`src/rtl/dcache_axi_wbridge_pkg.sv`:
```
// Shared constants and FSM encoding for the dirty-line AXI write bridge.
package dcache_axi_wbridge_pkg;

    localparam int WAY_BUS_W = 256;
    localparam int LINE_W    = WAY_BUS_W;
    localparam int WORD_W    = 32;
    localparam int BEATS     = LINE_W / WORD_W;
    localparam int CNT_W     = $clog2(BEATS);

    localparam logic [3:0] AXI_ID_DEFAULT = 4'h1;
    localparam logic [1:0] AXI_BURST_INCR = 2'b01;
    localparam logic [2:0] AXI_SIZE_4B    = 3'b010;
    localparam logic [1:0] AXI_RESP_OKAY  = 2'b00;

    typedef enum logic [1:0] {
        ST_IDLE = 2'd0,
        ST_AW   = 2'd1,
        ST_W    = 2'd2,
        ST_B    = 2'd3
    } wb_state_e;

endpackage

```
`src/rtl/dcache_axi_wbridge_line_serializer.sv`:
```
// Holds one captured cache line and steps through its 32-bit words, low word first.
module dcache_axi_wbridge_line_serializer
    import dcache_axi_wbridge_pkg::*;
(
    input  logic              clk,
    input  logic              rst,
    input  logic              load,
    input  logic [LINE_W-1:0] line_i,
    input  logic              advance,
    output logic [WORD_W-1:0] word,
    output logic              last
);

    logic [BEATS-1:0][WORD_W-1:0] line_q;
    logic [CNT_W-1:0]             cnt_q;

    // The counter parks on the final word until the next line is loaded.
    always_ff @(posedge clk or negedge rst) begin
        if (!rst) begin
            line_q <= '0;
            cnt_q  <= '0;
        end else if (load) begin
            line_q <= line_i;
            cnt_q  <= '0;
        end else if (advance && !last) begin
            cnt_q <= cnt_q + 1'b1;
        end
    end

    assign word = line_q[cnt_q];
    assign last = (cnt_q == CNT_W'(BEATS - 1));

endmodule

```
`src/rtl/dcache_axi_wbridge.sv`:
```
// Issues one 256-bit dirty line as an 8-beat x 32-bit AXI INCR write burst.
// WBRIDGE_AW_W_OVERLAP_EN: drive AW and W concurrently instead of strictly in sequence.
//
//   state | meaning
//   IDLE  | waiting for wen_i; line and address captured on accept
//   AW    | address phase (with overlap: address and data phases together)
//   W     | data beats, sequential build only
//   B     | waiting for write response
module dcache_axi_wbridge
    import dcache_axi_wbridge_pkg::*;
#(
    parameter logic [3:0] AXI_ID = AXI_ID_DEFAULT
) (
    input  logic              clk,
    input  logic              rst,
    input  logic              wen_i,
    input  logic [31:0]       awaddr_i,
    input  logic [LINE_W-1:0] wdata_i,
    output logic              bvalid_o,
    output logic              busy_o,
    output logic [3:0]        awid,
    output logic [31:0]       awaddr,
    output logic [7:0]        awlen,
    output logic [2:0]        awsize,
    output logic [1:0]        awburst,
    output logic              awvalid,
    input  logic              awready,
    output logic [3:0]        wid,
    output logic [WORD_W-1:0] wdata,
    output logic [3:0]        wstrb,
    output logic              wlast,
    output logic              wvalid,
    input  logic              wready,
    input  logic [3:0]        bid,
    input  logic [1:0]        bresp,
    input  logic              bvalid,
    output logic              bready
);

    wb_state_e   state_q, state_d;
    logic        accept, aw_hs, w_hs, w_last_hs, b_hs;
    logic        cur_last;
    logic [31:0] awaddr_q;
    logic        unused_ok;

    assign accept    = (state_q == ST_IDLE) && wen_i;
    assign aw_hs     = awvalid && awready;
    assign w_hs      = wvalid && wready;
    assign w_last_hs = w_hs && cur_last;
    assign b_hs      = bvalid && bready;

    // Response code has no consumer: a non-OKAY burst still retires the entry.
    assign unused_ok = ^{bid, bresp ^ AXI_RESP_OKAY, awaddr_i[4:0]};

    dcache_axi_wbridge_line_serializer u_ser (
        .clk     (clk),
        .rst     (rst),
        .load    (accept),
        .line_i  (wdata_i),
        .advance (w_hs),
        .word    (wdata),
        .last    (cur_last)
    );

`ifdef WBRIDGE_AW_W_OVERLAP_EN
    logic aw_done_q, w_done_q;

    always_ff @(posedge clk or negedge rst) begin
        if (!rst) begin
            aw_done_q <= 1'b0;
            w_done_q  <= 1'b0;
        end else if (accept) begin
            aw_done_q <= 1'b0;
            w_done_q  <= 1'b0;
        end else begin
            if (aw_hs)     aw_done_q <= 1'b1;
            if (w_last_hs) w_done_q  <= 1'b1;
        end
    end
`endif

    always_ff @(posedge clk or negedge rst) begin
        if (!rst) state_q <= ST_IDLE;
        else      state_q <= state_d;
    end

    always_comb begin
        state_d = state_q;
        case (state_q)
            ST_IDLE: if (wen_i) state_d = ST_AW;
`ifdef WBRIDGE_AW_W_OVERLAP_EN
            ST_AW:   if ((aw_done_q || aw_hs) && (w_done_q || w_last_hs)) state_d = ST_B;
`else
            ST_AW:   if (aw_hs) state_d = ST_W;
`endif
            ST_W:    if (w_last_hs) state_d = ST_B;
            ST_B:    if (b_hs) state_d = ST_IDLE;
        endcase
    end

    // Valids decode the state register only, so no ready feeds a valid.
    always_comb begin
        awvalid = 1'b0;
        wvalid  = 1'b0;
        bready  = 1'b0;
        case (state_q)
            ST_IDLE: ;
`ifdef WBRIDGE_AW_W_OVERLAP_EN
            ST_AW: begin
                awvalid = !aw_done_q;
                wvalid  = !w_done_q;
            end
`else
            ST_AW:   awvalid = 1'b1;
`endif
            ST_W:    wvalid = 1'b1;
            ST_B:    bready = 1'b1;
        endcase
    end

    always_ff @(posedge clk or negedge rst) begin
        if (!rst) begin
            awaddr_q <= '0;
            bvalid_o <= 1'b0;
        end else begin
            if (accept) awaddr_q <= {awaddr_i[31:5], 5'b0};
            bvalid_o <= b_hs;
        end
    end

    assign busy_o  = (state_q != ST_IDLE);
    assign awid    = AXI_ID;
    assign awaddr  = awaddr_q;
    assign awlen   = 8'(BEATS - 1);
    assign awsize  = AXI_SIZE_4B;
    assign awburst = AXI_BURST_INCR;
    assign wid     = AXI_ID;
    assign wstrb   = 4'hF;
    assign wlast   = wvalid && cur_last;

endmodule

```
`config.mk`:
```
export PLATFORM = sky130hd
export DESIGN_NAME = dcache_axi_wbridge
export DESIGN_NICKNAME = d
export VERILOG_FILES = /design/src/rtl/dcache_axi_wbridge_pkg.sv /design/src/rtl/dcache_axi_wbridge_line_serializer.sv /design/src/rtl/dcache_axi_wbridge.sv
export SDC_FILE = /design/constraint.sdc
export NUM_CORES = 1
export LEC_CHECK = 0
export BUFFER_PORTS_ARGS = -buffer_cell sky130_fd_sc_hd__buf_4
export CORE_MARGIN = 2
export CORE_UTILIZATION = 35
export CTS_CLUSTER_SIZE = 8
export DETAILED_ROUTE_END_ITERATION = 6
export PLACE_DENSITY = 0.68
export SLEW_MARGIN = 20
export SYNTH_ARGS = -nofsm -noshare
export SYNTH_HDL_FRONTEND = slang
export SYNTH_HIERARCHICAL = 1
export SYNTH_SLANG_ARGS = --single-unit
```
`constraint.sdc`:
```
create_clock -name clk -period 2.45 [get_ports clk]
set_input_delay 0.3675 -clock clk [delete_from_list [all_inputs] [get_ports clk]]
set_output_delay 0.3675 -clock clk [all_outputs]
set_load 0.01 [all_outputs]
```
## Word-level counts from Yosys, hierarchy flattened

Cells that the tools add are included.
W data, S select, Z words.

- Register bits after elaboration: 289
- Output and inout bits: 95
- Bits of input ports: 300
- Logic and storage cells: 46

- Eq/ne operators: 8
- Reduce and logical (&&, ||, !) cells: 12
- Mux-type cells: 12
- Add/sub/neg operators: 1
- Magnitude comparators: 1

Operator list:

| kind | number |
|---|---|
| $bmux W32 S3 | 1 |
| $mux W32 | 1 |
| $mux W2 | 4 |
| $ne A2 B2 Y1 const B | 4 |
| $pmux W2 S4 | 1 |
| $logic_and A1 B1 Y1 | 7 |
| $mux W3 | 2 |
| $eq A2 B2 Y1 const B | 2 |
| $lt A3 B4 Y1 const B | 1 |
| $reduce_and A4 Y1 | 1 |
| $reduce_bool A2 Y1 | 2 |
| $add A3 B1 Y3 const B | 1 |
| $eq A3 B3 Y1 const B | 1 |
| $mux W1 | 3 |
| $eq A2 B1 Y1 const B | 1 |
| $logic_not A2 Y1 | 1 |
| $logic_not A1 Y1 | 1 |

## Logic depth before layout (Yosys ltp)

- Depth after elaboration: 6
- Gate-level depth with buffers: 9
- Depth with buffers taken out: 6

## Hierarchy

The synthesis kept the hierarchy.

By module, submodules not included:

| module | sequential area each (um^2) | times used | cells an instance | area each (um^2) |
|---|---|---|---|---|
| dcache_axi_wbridge_line_serializer | 6481.2 | 1 | 667 | 11608.6 |
| dcache_axi_wbridge | 750.7 | 1 | 111 | 1566.5 |

## Worst setup path before layout

Ideal clock, no wire load.

- Kind: reg2reg
- Start: reg state_q[0]
- End: reg u_ser/line_q[0] in the netlist's numbering
- Data required time: 2.325 ns
- Path buffers: 4
- Clock period less this slack: 2.171 ns
- Arrival time: 2.046 ns
- Setup time: 0.125 ns
- Slack: 0.279 ns
- Cell stages (with the launch flop): 10
- Cell sequence: dfrtp_1 inv_1 ha_1 nand2_2 buf_6 inv_1 clkbuf_1 clkbuf_1 buf_2 mux2_2

- Cells in the longest elaborated chain, start to end: 2

RTL lines:

| item | RTL line | text |
|---|---|---|
| start, declared | dcache_axi_wbridge.sv:40 | `wb_state_e state_q, state_d;` |
| start signal, assigned | dcache_axi_wbridge.sv:84 | `else state_q <= state_d;` |
| $logic_not A2 Y1 | dcache_axi_wbridge.sv:46 | `assign accept = (state_q == ST_IDLE) && wen_i;` |
| $logic_and A1 B1 Y1 | dcache_axi_wbridge.sv:46 |  |
| net accept | dcache_axi_wbridge.sv:41 | `logic accept, aw_hs, w_hs, w_last_hs, b_hs;` |
| end signal, assigned | dcache_axi_wbridge_line_serializer.sv:23 | `line_q <= line_i;` |
| end, declared | dcache_axi_wbridge_line_serializer.sv:14 | `logic [BEATS-1:0][WORD_W-1:0] line_q;` |

The timed path passes the listed nets, and every way through them passes these cells.
A chain may end at the register's enable or synchronous reset.

## Final worst setup path

- Start: reg u_ser.cnt_q[0]
- End: out wdata[13]

- Cells in the longest elaborated chain, start to end: 2

RTL lines:

| item | RTL line | text |
|---|---|---|
| start, declared | dcache_axi_wbridge_line_serializer.sv:15 | `logic [CNT_W-1:0] cnt_q;` |
| start signal, assigned | dcache_axi_wbridge_line_serializer.sv:26 | `cnt_q <= cnt_q + 1'b1;` |
| $bmux W32 S3 | dcache_axi_wbridge_line_serializer.sv:30 | `assign word = line_q[cnt_q];` |
| $mux W32 (not written as such) | dcache_axi_wbridge_line_serializer.sv:30 |  |
| end, declared | dcache_axi_wbridge.sv:29 | `output logic [WORD_W-1:0] wdata,` |

Every way passes these cells. The select of a mux whose other input is x is not followed.

==> results.md <==
- Final weighted congestion in routability-driven placement: 0.7465
- DR vias: 7,951
- Cell with the largest stage delay on the worst path: sky130_fd_sc_hd__dfrtp_4
- Least-Margin Pin Slew: 0.5307 ns
- Clock root cell: sky130_fd_sc_hd__clkbuf_16
- Yosys warning total: 6
- Capturing element type of the critical path: output port
- Cell type with the largest total area after synthesis: sky130_fd_sc_hd__dfrtp_1
- Cell with the most instances after synthesis: sky130_fd_sc_hd__mux2_2
- Number of antenna violations at the first check in global routing: 1
- Clock Path Buffers: 3
- GRT overflow: 0
- Post-detailed-placement cell area: 0.01644 sq mm
- Full die area: 0.03921 sq mm
- Max_slew headroom: 64.62%
- Startpoint types: flop
- Max-slew violation total from the final report: 0
- Max Fclk: 0.3757 GHz
- Detailed-route wire length per cell: 19.43 microns
- Post-Route Utilization: 47.97%
- Worst VDD drop: 0.7511 mV
- Post-layout net count: 1,471
- Clock slew seen by the registers of the worst setup and hold paths: 0.06 ns
- Fraction of power consumed by the clock network: 21.1%
- Required time of the critical path: 2.08 ns
- Post-synth ARST share: 100.0%
- Vias in the first global route: 8,939
- Core footprint: 0.03740 sq mm
- Iter 0 DRT Violations: 230
- Crit share post-route: 108.6%
- Growth of design area from synthesis to finish: 36.18%
- H-tree levels: 2
- Number of hold violations in the final report: 0
- Logic gate share of total power: 43.4%
- Final worst setup slack: -0.2117 ns
- Count of endpoints failing setup in the final report: 32
- Critical Setup Path Class: flop to output port
- Final wirelength: 32.64 mm
- Via/cell ratio: 4.733
- Share of post-route cells with drive strength above 1: 70.63%
- Final design area excluding fillers: 0.01794 sq mm
- Non-Filler Instances: 1,680
- Portion of the post-synthesis area used by sequential elements: 54.89%
- I/O pin cnt: 395
- Worst reg-to-reg setup slack: 0.40 ns
- Time the final worst path needs with I/O delays and setup: 2.662 ns
- Pwr Density: 1332 mW/mm^2
- DP HPWL: 22.27 mm
- CTS sink cnt: 289
- Unrepaired setup endpoints after global routing: true
- Part of the power in registers: 35.6%
- Worst path arrival time: 2.29 ns
- Post-synthesis cell count: 778
- Path category of the worst min-delay check: input port to flop
- Highest fanout seen on the critical path: 6
- Stage delay of the slowest cell on the critical path: 0.49 ns
- Number of placed cells counting well taps: 1,617
- Num CTS Buffers: 42
- Count of cell types in the netlist: 27
- Wire length of the first global-routing pass: 50.29 mm
- Total Routing Usage GR: 16.84%
- Cell types occupying the most area after synthesis: sky130_fd_sc_hd__dfrtp_1, sky130_fd_sc_hd__mux2_2, sky130_fd_sc_hd__mux4_2, sky130_fd_sc_hd__mux4_1, sky130_fd_sc_hd__mux2_4
- Register bit count reported by yosys: 289
- Cell area after synthesis: 0.01318 sq mm
- Cell type with the highest occurrence count on the critical path: sky130_fd_sc_hd__buf_6
- Run status: finished, violations left
- Width of the die: 198.0 microns
- Max-cap viol count: 0
- Internal power consumption: 0.01706 W
- Reported net switching power: 0.006844 W
- Most frequent cells after synthesis: sky130_fd_sc_hd__mux2_2, sky130_fd_sc_hd__dfrtp_1, sky130_fd_sc_hd__mux4_2, sky130_fd_sc_hd__buf_4
- Violations in the final reports: negative setup slack
- CP Cell Sequence: buf_6 > buf_12 > buf_16 > mux4_2 > mux2_4 > buf_6
- Die H: 198.0 microns
- Avg Inst Size Synth: 16.93 sq um
- Number of optimization iterations in the first detailed-route pass: 4
- Worst-Skew Late Latency: 0.54 ns
- Number of enable flip-flop cells after synthesis: 0
- Buffers on Ports: 353
- Switching fraction of total power: 28.63%
- Worst clock skew on the final layout: 0.01942 ns
- Standard-cell rows: 71
- Static power due to leakage: 7.958 nW
- DRC violations left: 0
- Top flip-flop cell by instance count after synthesis: sky130_fd_sc_hd__dfrtp_1
- Clock tree from TritonCTS: built
- Maximum number of pins on one net before global-route repair: 57
- Initial Util: 35.23%
- Final ANT Viol Nets: 0
- Portion of synthesized cell area occupied by the leading cell type: 54.89%
[power groups by stage]
stage               logic (W)  clock network (W)  registers, W
floorplan             0.00655                  0       0.00819
global placement      0.00921                  0       0.00844
detailed placement    0.00938                  0       0.00856
CTS                    0.0103            0.00522       0.00850
global route           0.0112            0.00544       0.00882
finish                 0.0104            0.00503       0.00850
[sequential cells by signal, indices dropped and copies added (netlist names)]
name	count
awaddr	27
bvalid_o	1
state_q	2
u_ser/cnt_q	3
u_ser/line_q	256
[area by class of cell]
class,instances,area (sq um)
tap,511,639.4
clock inverter,2,17.52
multi-input combinational,434,5540
antenna,1,2.502
timing repair buffer,394,3396
inverter,4,22.52
clock buffer,45,1084
sequential,289,7241
fill,3255,19460
[through the flow]
| stage | hold WS, ns | setup slack (ns) | TNS, ns | total power, W |
|---|---|---|---|---|
| floorplan | 0.07191 | 0.2790 | 0 | 0.01474 |
| global placement | 0.3678 | 0.2123 | 0 | 0.01765 |
| detailed placement | 0.3754 | 0.2045 | 0 | 0.01794 |
| CTS | 0.01596 | -0.2483 | -7.242 | 0.02400 |
| global route | 0.03175 | -0.2830 | -7.793 | 0.02541 |
| finish | 0.05336 | -0.2117 | -5.234 | 0.02390 |
[repair_timing]
action / 4_1_cts / 5_1_grt
hold endpoints to repair: 48 / 0
cloned: 5 / 0
setup endpoints to repair: 33 / 33
resized for setup: 49 / 33
setup buffers: 8 / 1
hold buffers: 1 / 0
[final timing paths]
check | startpoint | end | cells after the start
setup / recovery | u_ser/cnt_q[0]$_DFFE_PN0P_ | wdata[13] | 6
hold / removal | wdata_i[67] | u_ser/line_q[67]$_DFFE_PN0P_ | 2
setup reg to reg | u_ser/cnt_q[0]$_DFFE_PN0P_ | state_q[1]$_DFFE_PN0P_ | 9
hold reg to reg | u_ser/line_q[235]$_DFFE_PN0P_ | u_ser/line_q[235]$_DFFE_PN0P_ | 1
max in group asynchronous | rst | u_ser/line_q[9]$_DFFE_PN0P_ | 4
min in group asynchronous | rst | u_ser/line_q[162]$_DFFE_PN0P_ | 2
[kinds of logic (layout without fill, tap and decap cells)]
family / Yosys count / count (layout) / synth area share (%)
muxes: 382 / 382 / 39.38
DFF: 289 / 289 / 54.89
buffers and inverters: 83 / 445 / 4.103
and+or+nand+nor: 13 / 13 / 0.6458
adders and majority gates: 6 / 6 / 0.5698
other: 2 / 31 / 0.05700
AOI/OAI and AO/OA: 2 / 2 / 0.2849
xor gates and xnor gates: 1 / 1 / 0.06649
[placed cells by master (no fill, tap or decap)]
master,instances
sky130_fd_sc_hd__clkbuf_16,43
sky130_fd_sc_hd__mux4_2,58
sky130_fd_sc_hd__xnor2_1,1
sky130_fd_sc_hd__conb_1,30
sky130_fd_sc_hd__buf_6,26
sky130_fd_sc_hd__dlygate4sd3_1,1
sky130_fd_sc_hd__nor2b_2,1
sky130_fd_sc_hd__dfrtp_4,2
sky130_fd_sc_hd__and2_1,2
sky130_fd_sc_hd__diode_2,1
sky130_fd_sc_hd__clkinv_4,1
sky130_fd_sc_hd__mux2i_1,2
sky130_fd_sc_hd__nand2_2,2
sky130_fd_sc_hd__o21ba_2,1
sky130_fd_sc_hd__buf_4,342
sky130_fd_sc_hd__inv_6,1
sky130_fd_sc_hd__nor2_1,3
sky130_fd_sc_hd__mux2_2,275
sky130_fd_sc_hd__buf_12,15
sky130_fd_sc_hd__inv_8,1
sky130_fd_sc_hd__nor4_1,1
sky130_fd_sc_hd__ha_4,2
sky130_fd_sc_hd__buf_16,6
sky130_fd_sc_hd__a2111oi_4,1
sky130_fd_sc_hd__dfrtp_1,286
sky130_fd_sc_hd__and2_2,1
sky130_fd_sc_hd__mux2_4,41
sky130_fd_sc_hd__mux4_1,6
sky130_fd_sc_hd__dfrtp_2,1
sky130_fd_sc_hd__clkbuf_1,2
sky130_fd_sc_hd__buf_8,4
sky130_fd_sc_hd__inv_1,3
sky130_fd_sc_hd__ha_1,4
sky130_fd_sc_hd__nor2b_1,2
sky130_fd_sc_hd__nor2b_4,1
[routing by layer]
metal	track usage [%]	vias to the layer above	part of all wire [%]	wire, microns
li1	-	3583	-	-
met4	5.263	0	1.8	595
met3	5.672	39	7.9	2591
met5	0	-	0	0
met2	28.31	265	49	16150
met1	20.45	4064	41	13310
[worst max-delay path: cells and delay by family (launching register included)]
family                 cells  cell delay, ns
buffers and inverters      4            0.55
flip-flops                 1            0.49
multiplexers               2            0.72
Power figures use the tool's default switching activity.
